### config.mk
export PLATFORM = sky130hd
export DESIGN_NAME = invntt_gs_butterfly
export DESIGN_NICKNAME = d
export VERILOG_FILES = /design/src/rtl/kyber_pkg.sv /design/src/rtl/mont_reduce_reg.sv /design/src/rtl/invntt_gs_butterfly.sv
export SDC_FILE = /design/constraint.sdc
export NUM_CORES = 2
export LEC_CHECK = 0
export ABC_AREA = 1
export ABC_CLOCK_PERIOD_IN_PS = 13120
export BUFFER_PORTS_ARGS = -buffer_cell sky130_fd_sc_hd__buf_2
export CAP_MARGIN = 20
export CORE_MARGIN = 10
export CORE_UTILIZATION = 40
export DETAILED_ROUTE_END_ITERATION = 6
export GPL_ROUTABILITY_DRIVEN = 0
export PLACE_DENSITY_LB_ADDON = 0.08
export SLEW_MARGIN = 20
export SYNTH_ARGS = -nofsm -noshare
export SYNTH_HDL_FRONTEND = slang
export SYNTH_SLANG_ARGS = --single-unit
### constraint.sdc
create_clock -name clk -period 13.12 [get_ports clk]
set_clock_uncertainty 0.2 [all_clocks]
set_input_delay 2.624 -clock clk [delete_from_list [all_inputs] [get_ports clk]]
set_output_delay 2.624 -clock clk [all_outputs]
set_load 0.01 [all_outputs]
### src/rtl/kyber_pkg.sv
// -----------------------------------------------------------------------------
// kyber_pkg
//   Shared Kyber arithmetic constants and types for the NTT/INTT datapaths.
//   No ports; imported by invntt_gs_butterfly and mont_reduce_reg.
//     Q        Kyber modulus
//     QINV     q^-1 mod 2^16 as a signed 16-bit value
//     BARR_V   Barrett constant round(2^26 / q)
//     SCALE_F  Montgomery-form 128^-1 used for the final INTT scaling
//     MONT_R   2^16 mod q (Montgomery form of 1)
// -----------------------------------------------------------------------------
package kyber_pkg;

    localparam int Q       = 3329;
    localparam int QINV    = -3327;
    localparam int BARR_V  = 20159;
    localparam int SCALE_F = 1441;
    localparam int MONT_R  = 2285;

    typedef logic signed [15:0] coeff_t;

    // Per-transfer operating mode of the inverse-NTT butterfly.
    typedef enum logic {
        MODE_BFLY  = 1'b0,
        MODE_SCALE = 1'b1
    } mode_e;

endpackage

### src/rtl/mont_reduce_reg.sv
// -----------------------------------------------------------------------------
// mont_reduce_reg
//   Combinational Montgomery reduction: r = (p - u*Q) >>> 16 with
//   u = low16(p * QINV) interpreted as signed. Bit-exact to the Kyber
//   reference montgomery_reduce(); result lies in (-q, q).
//   Ports:
//     p   in   32  signed product to reduce
//     r   out  16  signed reduced coefficient
// -----------------------------------------------------------------------------
module mont_reduce_reg
    import kyber_pkg::*;
(
    input  logic signed [31:0] p,
    output coeff_t             r
);

    localparam logic [15:0]        QINV16 = 16'(QINV);
    localparam logic signed [31:0] Q32    = 32'(Q);

    logic [15:0]        u_bits;
    coeff_t             u;
    logic signed [31:0] uq;
    logic signed [31:0] diff;
    logic               unused_lo;

    // Only the low 16 bits of p*QINV matter, so a 16-bit product suffices.
    assign u_bits = p[15:0] * QINV16;
    assign u      = signed'(u_bits);
    assign uq     = 32'(u) * Q32;
    assign diff   = p - uq;

    // The low half of diff is zero by construction of u.
    assign r         = diff[31:16];
    assign unused_lo = ^diff[15:0];

endmodule

### src/rtl/invntt_gs_butterfly.sv
// -----------------------------------------------------------------------------
// invntt_gs_butterfly
//   Three-stage pipelined Gentleman-Sande butterfly for the Kyber inverse NTT.
//     Butterfly mode: out_a = barrett(a + b), out_b = fqmul(zeta, b - a)
//     Scale mode:     out_a = fqmul(a, zeta), out_b = fqmul(b, zeta)
//   Valid/ready on both sides with a single global stall; the tag travels with
//   the data unmodified.
//   Ports:
//     clk        in   1      clock
//     rst        in   1      synchronous reset, active-high
//     in_valid   in   1      input transfer valid
//     in_ready   out  1      block can accept input this cycle
//     in_scale   in   1      0 = GS butterfly, 1 = scale mode
//     in_a       in   16     signed coefficient a
//     in_b       in   16     signed coefficient b
//     in_zeta    in   16     signed twiddle (Montgomery form) or scale constant
//     in_tag     in   TAG_W  sideband returned with the result
//     out_valid  out  1      result valid
//     out_ready  in   1      downstream accepts result
//     out_a      out  16     signed result a
//     out_b      out  16     signed result b
//     out_tag    out  TAG_W  tag of this result
// -----------------------------------------------------------------------------
module invntt_gs_butterfly
    import kyber_pkg::*;
#(
    parameter int TAG_W = 8
) (
    input  logic             clk,
    input  logic             rst,
    input  logic             in_valid,
    output logic             in_ready,
    input  logic             in_scale,
    input  coeff_t           in_a,
    input  coeff_t           in_b,
    input  coeff_t           in_zeta,
    input  logic [TAG_W-1:0] in_tag,
    output logic             out_valid,
    input  logic             out_ready,
    output coeff_t           out_a,
    output coeff_t           out_b,
    output logic [TAG_W-1:0] out_tag
);

    localparam logic signed [31:0] BARR32 = 32'(BARR_V);
    localparam logic signed [31:0] RND32  = 32'sd33554432;  // 2^25
    localparam coeff_t             Q16    = 16'(Q);

    logic adv;

    // Stage 1 registers
    logic             s1_valid;
    mode_e            s1_mode;
    coeff_t           s1_sum;
    coeff_t           s1_diff;
    coeff_t           s1_zeta;
    logic [TAG_W-1:0] s1_tag;

    // Stage 2 registers
    logic               s2_valid;
    mode_e              s2_mode;
    coeff_t             s2_sum;
    logic signed [31:0] s2_pa;
    logic signed [31:0] s2_pb;
    logic [TAG_W-1:0]   s2_tag;

    // Stage 1 combinational
    mode_e  s1_mode_n;
    coeff_t s1_sum_n;
    coeff_t s1_diff_n;

    // Stage 2 combinational
    logic signed [31:0] s2_pa_n;
    logic signed [31:0] s2_pb_n;

    // Stage 3 combinational
    coeff_t           mont_a;
    coeff_t           mont_b;
    logic signed [15:0] bar_k;
    coeff_t           bar_kq;
    coeff_t           bar_a;
    coeff_t           out_a_n;

    // Global stall: everything moves only when the output slot is free.
    assign adv      = !out_valid || out_ready;
    assign in_ready = adv;

    // -------------------------------------------------------------------------
    // S1: add/subtract with int16 wrap; scale mode passes a/b straight through.
    // -------------------------------------------------------------------------
    always_comb begin
        s1_mode_n = in_scale ? MODE_SCALE : MODE_BFLY;
        s1_sum_n  = in_a + in_b;
        s1_diff_n = in_b - in_a;
        if (in_scale) begin
            s1_sum_n  = in_a;
            s1_diff_n = in_b;
        end
    end

    always_ff @(posedge clk) begin
        if (rst) begin
            s1_valid <= 1'b0;
            s1_mode  <= MODE_BFLY;
            s1_sum   <= '0;
            s1_diff  <= '0;
            s1_zeta  <= '0;
            s1_tag   <= '0;
        end else if (adv) begin
            s1_valid <= in_valid;
            s1_mode  <= s1_mode_n;
            s1_sum   <= s1_sum_n;
            s1_diff  <= s1_diff_n;
            s1_zeta  <= in_zeta;
            s1_tag   <= in_tag;
        end
    end

    // -------------------------------------------------------------------------
    // S2: products. The a-path product is either the Montgomery input (scale)
    // or the rounded Barrett estimate numerator (butterfly).
    // -------------------------------------------------------------------------
    always_comb begin
        s2_pb_n = 32'(s1_zeta) * 32'(s1_diff);
        if (s1_mode == MODE_SCALE) begin
            s2_pa_n = 32'(s1_zeta) * 32'(s1_sum);
        end else begin
            s2_pa_n = BARR32 * 32'(s1_sum) + RND32;
        end
    end

    always_ff @(posedge clk) begin
        if (rst) begin
            s2_valid <= 1'b0;
            s2_mode  <= MODE_BFLY;
            s2_sum   <= '0;
            s2_pa    <= '0;
            s2_pb    <= '0;
            s2_tag   <= '0;
        end else if (adv) begin
            s2_valid <= s1_valid;
            s2_mode  <= s1_mode;
            s2_sum   <= s1_sum;
            s2_pa    <= s2_pa_n;
            s2_pb    <= s2_pb_n;
            s2_tag   <= s1_tag;
        end
    end

    // -------------------------------------------------------------------------
    // S3: reductions and output register.
    // -------------------------------------------------------------------------
    mont_reduce_reg u_mont_a (
        .p (s2_pa),
        .r (mont_a)
    );

    mont_reduce_reg u_mont_b (
        .p (s2_pb),
        .r (mont_b)
    );

    // Barrett quotient k = pa >>> 26 fits in a few bits; only the low 16 bits
    // of k*Q are needed because the final subtraction wraps at 16 bits.
    always_comb begin
        bar_k   = 16'(signed'(s2_pa[31:26]));
        bar_kq  = bar_k * Q16;
        bar_a   = s2_sum - bar_kq;
        out_a_n = (s2_mode == MODE_SCALE) ? mont_a : bar_a;
    end

    always_ff @(posedge clk) begin
        if (rst) begin
            out_valid <= 1'b0;
            out_a     <= '0;
            out_b     <= '0;
            out_tag   <= '0;
        end else if (adv) begin
            out_valid <= s2_valid;
            out_a     <= out_a_n;
            out_b     <= mont_b;
            out_tag   <= s2_tag;
        end
    end

endmodule

## Word-level counts from Yosys, hierarchy flattened

Cells that the tools add are included.
W data, S select, Z words.

- Register bits after elaboration: 189
- Bits in read-only memories: 0
- Bits in writable memories: 0
- Bits in latches: 0
- Memories: 0
- Logic and storage cells: 37

- Add/sub/neg operators: 6
- Shift operators: 0
- Divide/modulo/power cells: 0
- Reductions and logical operators: 2
- Equal/unequal tests: 0
- $mul: 8
- $lt $le $gt $ge: 0
- Bitwise gates (word level): 0
- Muxes and demuxes: 5

Operator list:

| cell | count |
|---|---|
| $mul A16 B16 Y32 | 2 |
| $mul A16 B13 Y29 const B | 2 |
| $mux W16 | 3 |
| $add A32 B27 Y32 const B | 1 |
| $mul A16 B13 Y16 const B | 2 |
| $mul A16 B16 Y32 const A | 1 |
| $mux W32 | 1 |
| $sub A16 B16 Y16 | 2 |
| $sub A32 B29 Y32 | 1 |
| $sub A32 B32 Y32 | 1 |
| $add A16 B16 Y16 | 1 |
| $mul A6 B13 Y16 const B | 1 |
| $logic_not A1 Y1 | 1 |
| $logic_or A1 B1 Y1 | 1 |
| $mux W1 | 1 |

## Logic depth before layout (Yosys ltp)

- Depth in word-level cells: 4
- Gate-level depth with buffers: 44
- Gate-level depth less buffers: 44

## Cells and area by module

Synthesis repeated with hierarchy kept, for this count alone.

- Cell total of the unflattened synthesis: 6615
- Area, all modules: 48380.2 um^2

By module, submodules not included:

| module | area each (um^2) | instances | cells an instance |
|---|---|---|---|
| invntt_gs_butterfly | 37435.9 | 1 | 5050 |
| mont_reduce_reg (u_mont_a) | 5520.3 | 1 | 793 |
| mont_reduce_reg (u_mont_b) | 5424.0 | 1 | 772 |

## Worst setup path after synthesis

OpenSTA, ideal clock, no wires.

- Kind: register to register
- Start: register s2_pa[5]
- End: register out_a[13]
- Arrival: 7866 ps
- Library setup time: 134 ps
- Required time: 12786 ps
- Cell stages (with the launch flop): 35
- Setup slack: 4920 ps
- Cell sequence: dfxtp_1 > ha_1 > fa_1 > inv_1 > fa_1 > fa_1 > inv_1 > ha_1 > ha_1 > ha_1 > a21oi_1 > nand2_1 > xor2_1 > xor2_1 > or2_2 > nand2_1 > inv_1 > ha_1 > ha_1 > inv_1 > fa_1 > inv_1 > fa_1 > ha_1 > inv_1 > fa_1 > ha_1 > a21o_1 > a31oi_1 > o221ai_1 > a21oi_1 > o21ai_0 > or2_2 > nand2_1 > a31oi_1

- Cells in the longest elaborated chain, start to end: 4

RTL lines:

| element | line | source |
|---|---|---|
| start, declared | invntt_gs_butterfly.sv:63 | `logic signed [31:0] s2_pa;` |
| start signal, assigned | invntt_gs_butterfly.sv:144 | `s2_pa <= s2_pa_n;` |
| $mul A16 B13 Y16 | mont_reduce_reg.sv:27 | `assign u_bits = p[15:0] * QINV16;` |
| $mul A16 B13 Y29 | mont_reduce_reg.sv:29 | `assign uq = 32'(u) * Q32;` |
| $sub A32 B29 Y32 * | mont_reduce_reg.sv:30 | `assign diff = p - uq;` |
| $mux W16 * | invntt_gs_butterfly.sv:169 | `out_a_n = (s2_mode == MODE_SCALE) ? mont_a : bar_a;` |
| end signal, assigned | invntt_gs_butterfly.sv:180 | `out_a <= out_a_n;` |
| end, declared | invntt_gs_butterfly.sv:40 | `output coeff_t out_a,` |

Mark *: on every way between the ends. The rest lies on a longest branch, timed or not.
A chain may end at the register's enable or synchronous reset.

## Worst setup path after layout

- Start: register s2_pa[1]
- End: register out_a[12]

Same word-level chain as after synthesis.

==> results.txt <==
Hold timing on the final database bottoms out at a slack of 0.2668 ns. The shortest clock period the worst path allows after layout was 8.836 ns. Of the available clock period, the critical path in the final layout requires 67.35%. Setup violations remaining at the end of the flow were counted as 0.

The first TritonRoute pass finished after 6 iterations. Buffers inserted to repair hold after CTS numbered 0. The average wire length per cell after detail routing came out at 18.08 µm. In the post-synthesis netlist, the biggest area contributors are sky130_fd_sc_hd__fa_1, sky130_fd_sc_hd__ha_1, sky130_fd_sc_hd__inv_1, sky130_fd_sc_hd__dfxtp_1, sky130_fd_sc_hd__nand2_1. Cells fill 42.55% of the core in the end. The run gives 2 as the number of buffers on the longest clock path. Once the floorplan was initialized, standard cells occupied 40.15% of the core. The initial antenna violation count is 8. The mean post-synth cell area is 7.912 µm², and the timing-limited maximum frequency is 113.2 MHz. The number of global-route vias before repair is 36984.

The class of the tightest hold or removal check is reg2reg. The count of non-filler cells in the finished layout came out at 7075. The number of gates resized after CTS came out at 0. The overall via count from detail_route was 34773; the number of warnings issued by yosys was 0. At the worst endpoint, the required time is 13.35 ns. For the max-slew violation count, the log shows 0. Most heavily used metal layer in global routing: met2. In this run, distinct cell masters in the synthesized netlist total 56. Among all flip-flop cells after synthesis, the most frequent one is sky130_fd_sc_hd__dfxtp_1. The worst setup path is of the reg2reg kind. Fill cells in the final layout number 11481. Of all cell types, the one taking the most synthesized area is sky130_fd_sc_hd__fa_1. 103 I/O pins were placed.

In the synthesized netlist the async set-or-reset flop fraction comes to 0%. The logs give 0 ns for the summed negative setup slack over all endpoints and 8.539% for the portion of the post-synthesis area used by sequential elements. For the worst-skew pair, the clock arrives at the later sink with an insertion delay of 0.53 ns.

Once detail routing completed, the nets flagged for antenna violations numbered 0. Clock tree synthesis found a total of 189 sinks. Clock tree synthesis inserted a total of 17 buffers.

The ratio of routed vias to standard cells is 4.915, and the overall track demand over capacity in global routing is 21.01%. Area of the multi-input gates: 34250 µm². Setup repair after global routing left no endpoint under its margin. The die is 352.8 µm tall. The tools report the total nets after synthesis as 7026.

The worst setup path is captured at a flip-flop. The count of standard-cell rows was 122. At the pin with the least slew margin, the transition time is 1.066 ns. After clock tree synthesis, the clock-pin slew on the worst setup and hold paths is 0.10 ns. The run finished with clean final reports. For the critical path data arrival time, the log shows 9.06 ns. Clock tree synthesis selected as its root buffer the cell sky130_fd_sc_hd__clkbuf_16. The tools report the register area as 3789 µm². The tools report the normalized max-slew margin as 28.87%. On the critical path, the stage with the largest delay is an instance of sky130_fd_sc_hd__dfxtp_1. The maximum level of the CTS H-tree was 4. The share of cells above drive strength 1 was 4.585%. After clock tree synthesis, the setup repair step added 0 buffers.

The logs give 6997 for the post-layout net count and 1.775% for the met3 track utilization from global routing. The first global-routing pass estimated 208.2 mm of wire. After synthesis the netlist holds a flip-flop and latch count of 189. In this run the biggest area consumer among cell types represents 32.62% of the synthesized area. The number of endpoints with negative hold slack in the final report came out at 0.

Counting tap cells, the placed design contains a total of 7040 instances. The detailed router finished its first iteration with 1909 violations. In this design, the stage delay of the slowest critical-path cell is 0.61 ns. Synthesis-to-finish area growth: 5.975%.

The core region is 110400 µm². The run gives 36.49% as the met2 track demand over resource in global routing. The cell count after synthesis came out at 5600.

The count of buffers from port buffering was 102; the maximum number of pins on one net before global-route repair was 124. Detailed placement finished with a half-perimeter wire length of 105.2 mm. Max-cap violations in this run came to 0. The total congestion overflow was 0.

The synthesized design contains 0 enable-type register cells. The peak fanout along the critical path works out to 11. TritonCTS built the clock tree. The post-synthesis instance area is 44310 µm². The die is 352.8 µm wide. The die footprint was 124500 µm². The logs give 28.12% for the met1 capacity usage during global routing and 127.9 mm for the aggregate routed wire length. STA classifies the critical path startpoint as a flip-flop.

The tools report the total DRC errors in the routed layout as 0.
-- path summary, 6_finish.rpt --
path	startpoint	slack, ns	cells past startpoint	to
min reg2reg	s2_sum[8]	0.27	2	s2_sum[8]
max	s2_pa[1]	4.28	37	out_a[12]
min	s2_sum[8]	0.27	2	s2_sum[8]
max reg2reg	s2_pa[1]	4.28	37	out_a[12]
-- state kept, by name, summed over array words and instances, names as in the netlist --
signal	count
s2_sum	16
s2_valid	1
out_tag	8
out_b	16
s2_pa	32
s1_diff	16
s1_valid	1
s1_tag	8
out_a	16
s1_zeta	16
out_valid	1
s2_pb	32
s2_mode	1
s1_mode	1
s2_tag	8
s1_sum	16
-- critical path: cells and delay by family, from the launching register on --
kind,cells,cell delay [ns]
AO/OA/AOI/OAI,3,0.24
XOR/XNOR,2,0.39
adder cells (fa/ha/maj),13,4.97
buffers and inverters,7,0.58
flip-flops,1,0.61
AND/OR/NAND/NOR,12,1.72
-- cells in the final DEF (no fill, tap or decap), drive strengths merged, types with 4 or more instances in the layout --
cell type  netlist  final
inv           1475   1484
nand2          950    950
fa             722    722
ha             643    643
a21oi          325    325
o21ai          309    309
nor2           226    226
dfxtp          189    189
buf             25    146
nand3          118    118
xor2            81     81
xnor2           62     62
o211ai          47     47
a31oi           43     43
nor3            31     31
o21bai          31     31
a21o            28     28
nand4           24     24
clkbuf         169     17
nor4            12     12
or2             12     12
a211oi          11     11
o221a           10     10
o221ai           9      9
a21boi           8      8
clkinv           3      8
o21a             7      7
a31o             6      6
nand3b           5      5
o31ai            4      4
a221oi           4      4
-- Yosys cell counts (7+ instances only) --
master,n
sky130_fd_sc_hd__inv_1,1466
sky130_fd_sc_hd__o21ai_1,22
sky130_fd_sc_hd__dfxtp_1,189
sky130_fd_sc_hd__o21a_1,7
sky130_fd_sc_hd__o21ai_0,286
sky130_fd_sc_hd__nor2_1,219
sky130_fd_sc_hd__nand4_1,23
sky130_fd_sc_hd__nand3_1,116
sky130_fd_sc_hd__o211ai_1,47
sky130_fd_sc_hd__o221ai_1,9
sky130_fd_sc_hd__o21bai_1,29
sky130_fd_sc_hd__a211oi_1,11
sky130_fd_sc_hd__nand2_1,940
sky130_fd_sc_hd__a21o_1,28
sky130_fd_sc_hd__ha_1,643
sky130_fd_sc_hd__clkbuf_1,169
sky130_fd_sc_hd__a21oi_2,9
sky130_fd_sc_hd__fa_1,722
sky130_fd_sc_hd__inv_2,9
sky130_fd_sc_hd__xnor2_1,62
sky130_fd_sc_hd__nor3_1,31
sky130_fd_sc_hd__xor2_1,80
sky130_fd_sc_hd__or2_2,11
sky130_fd_sc_hd__buf_1,19
sky130_fd_sc_hd__o221a_2,10
sky130_fd_sc_hd__a31oi_1,43
sky130_fd_sc_hd__nor4_1,12
sky130_fd_sc_hd__a21oi_1,316
-- per-stage QoR --
stage          setup slack (ns)  area [µm²]
2_1_floorplan             4.920       44310
3_3_place_gp              4.370       46300
3_5_place_dp              4.307       46300
4_1_cts                   4.271       46950
5_1_grt                   3.665       46950
6_report                  4.284       46960
-- cells by family after synthesis --
family                     Yosys count  synth area share (%)
AOI/OAI and AO/OA                  851                 11.00
xor gates and xnor gates           143                 2.844
adders and majority gates         1365                 50.78
buffers and inverters             1672                 14.19
DFF                                189                 8.539
and+or+nand+nor                   1380                 12.64
-- cell type report --
class	count	area share, %
sequential	189	8.068
clock inverter	15	0.4850
antenna	3	0.01599
multi-input combinational	3739	72.93
timing repair buffer	146	1.791
inverter	1478	11.84
tap	1488	3.965
clock buffer	17	0.9060
-- per-layer routing --
layer,vias up,share of wire (%)
met5,-,0
met4,0,2.3
met2,532,48
li1,17066,-
met3,120,3.1
met1,17055,46
Power is not shown: default switching activity piles up to over one toggle a cycle in this logic, so the estimate is an artifact.
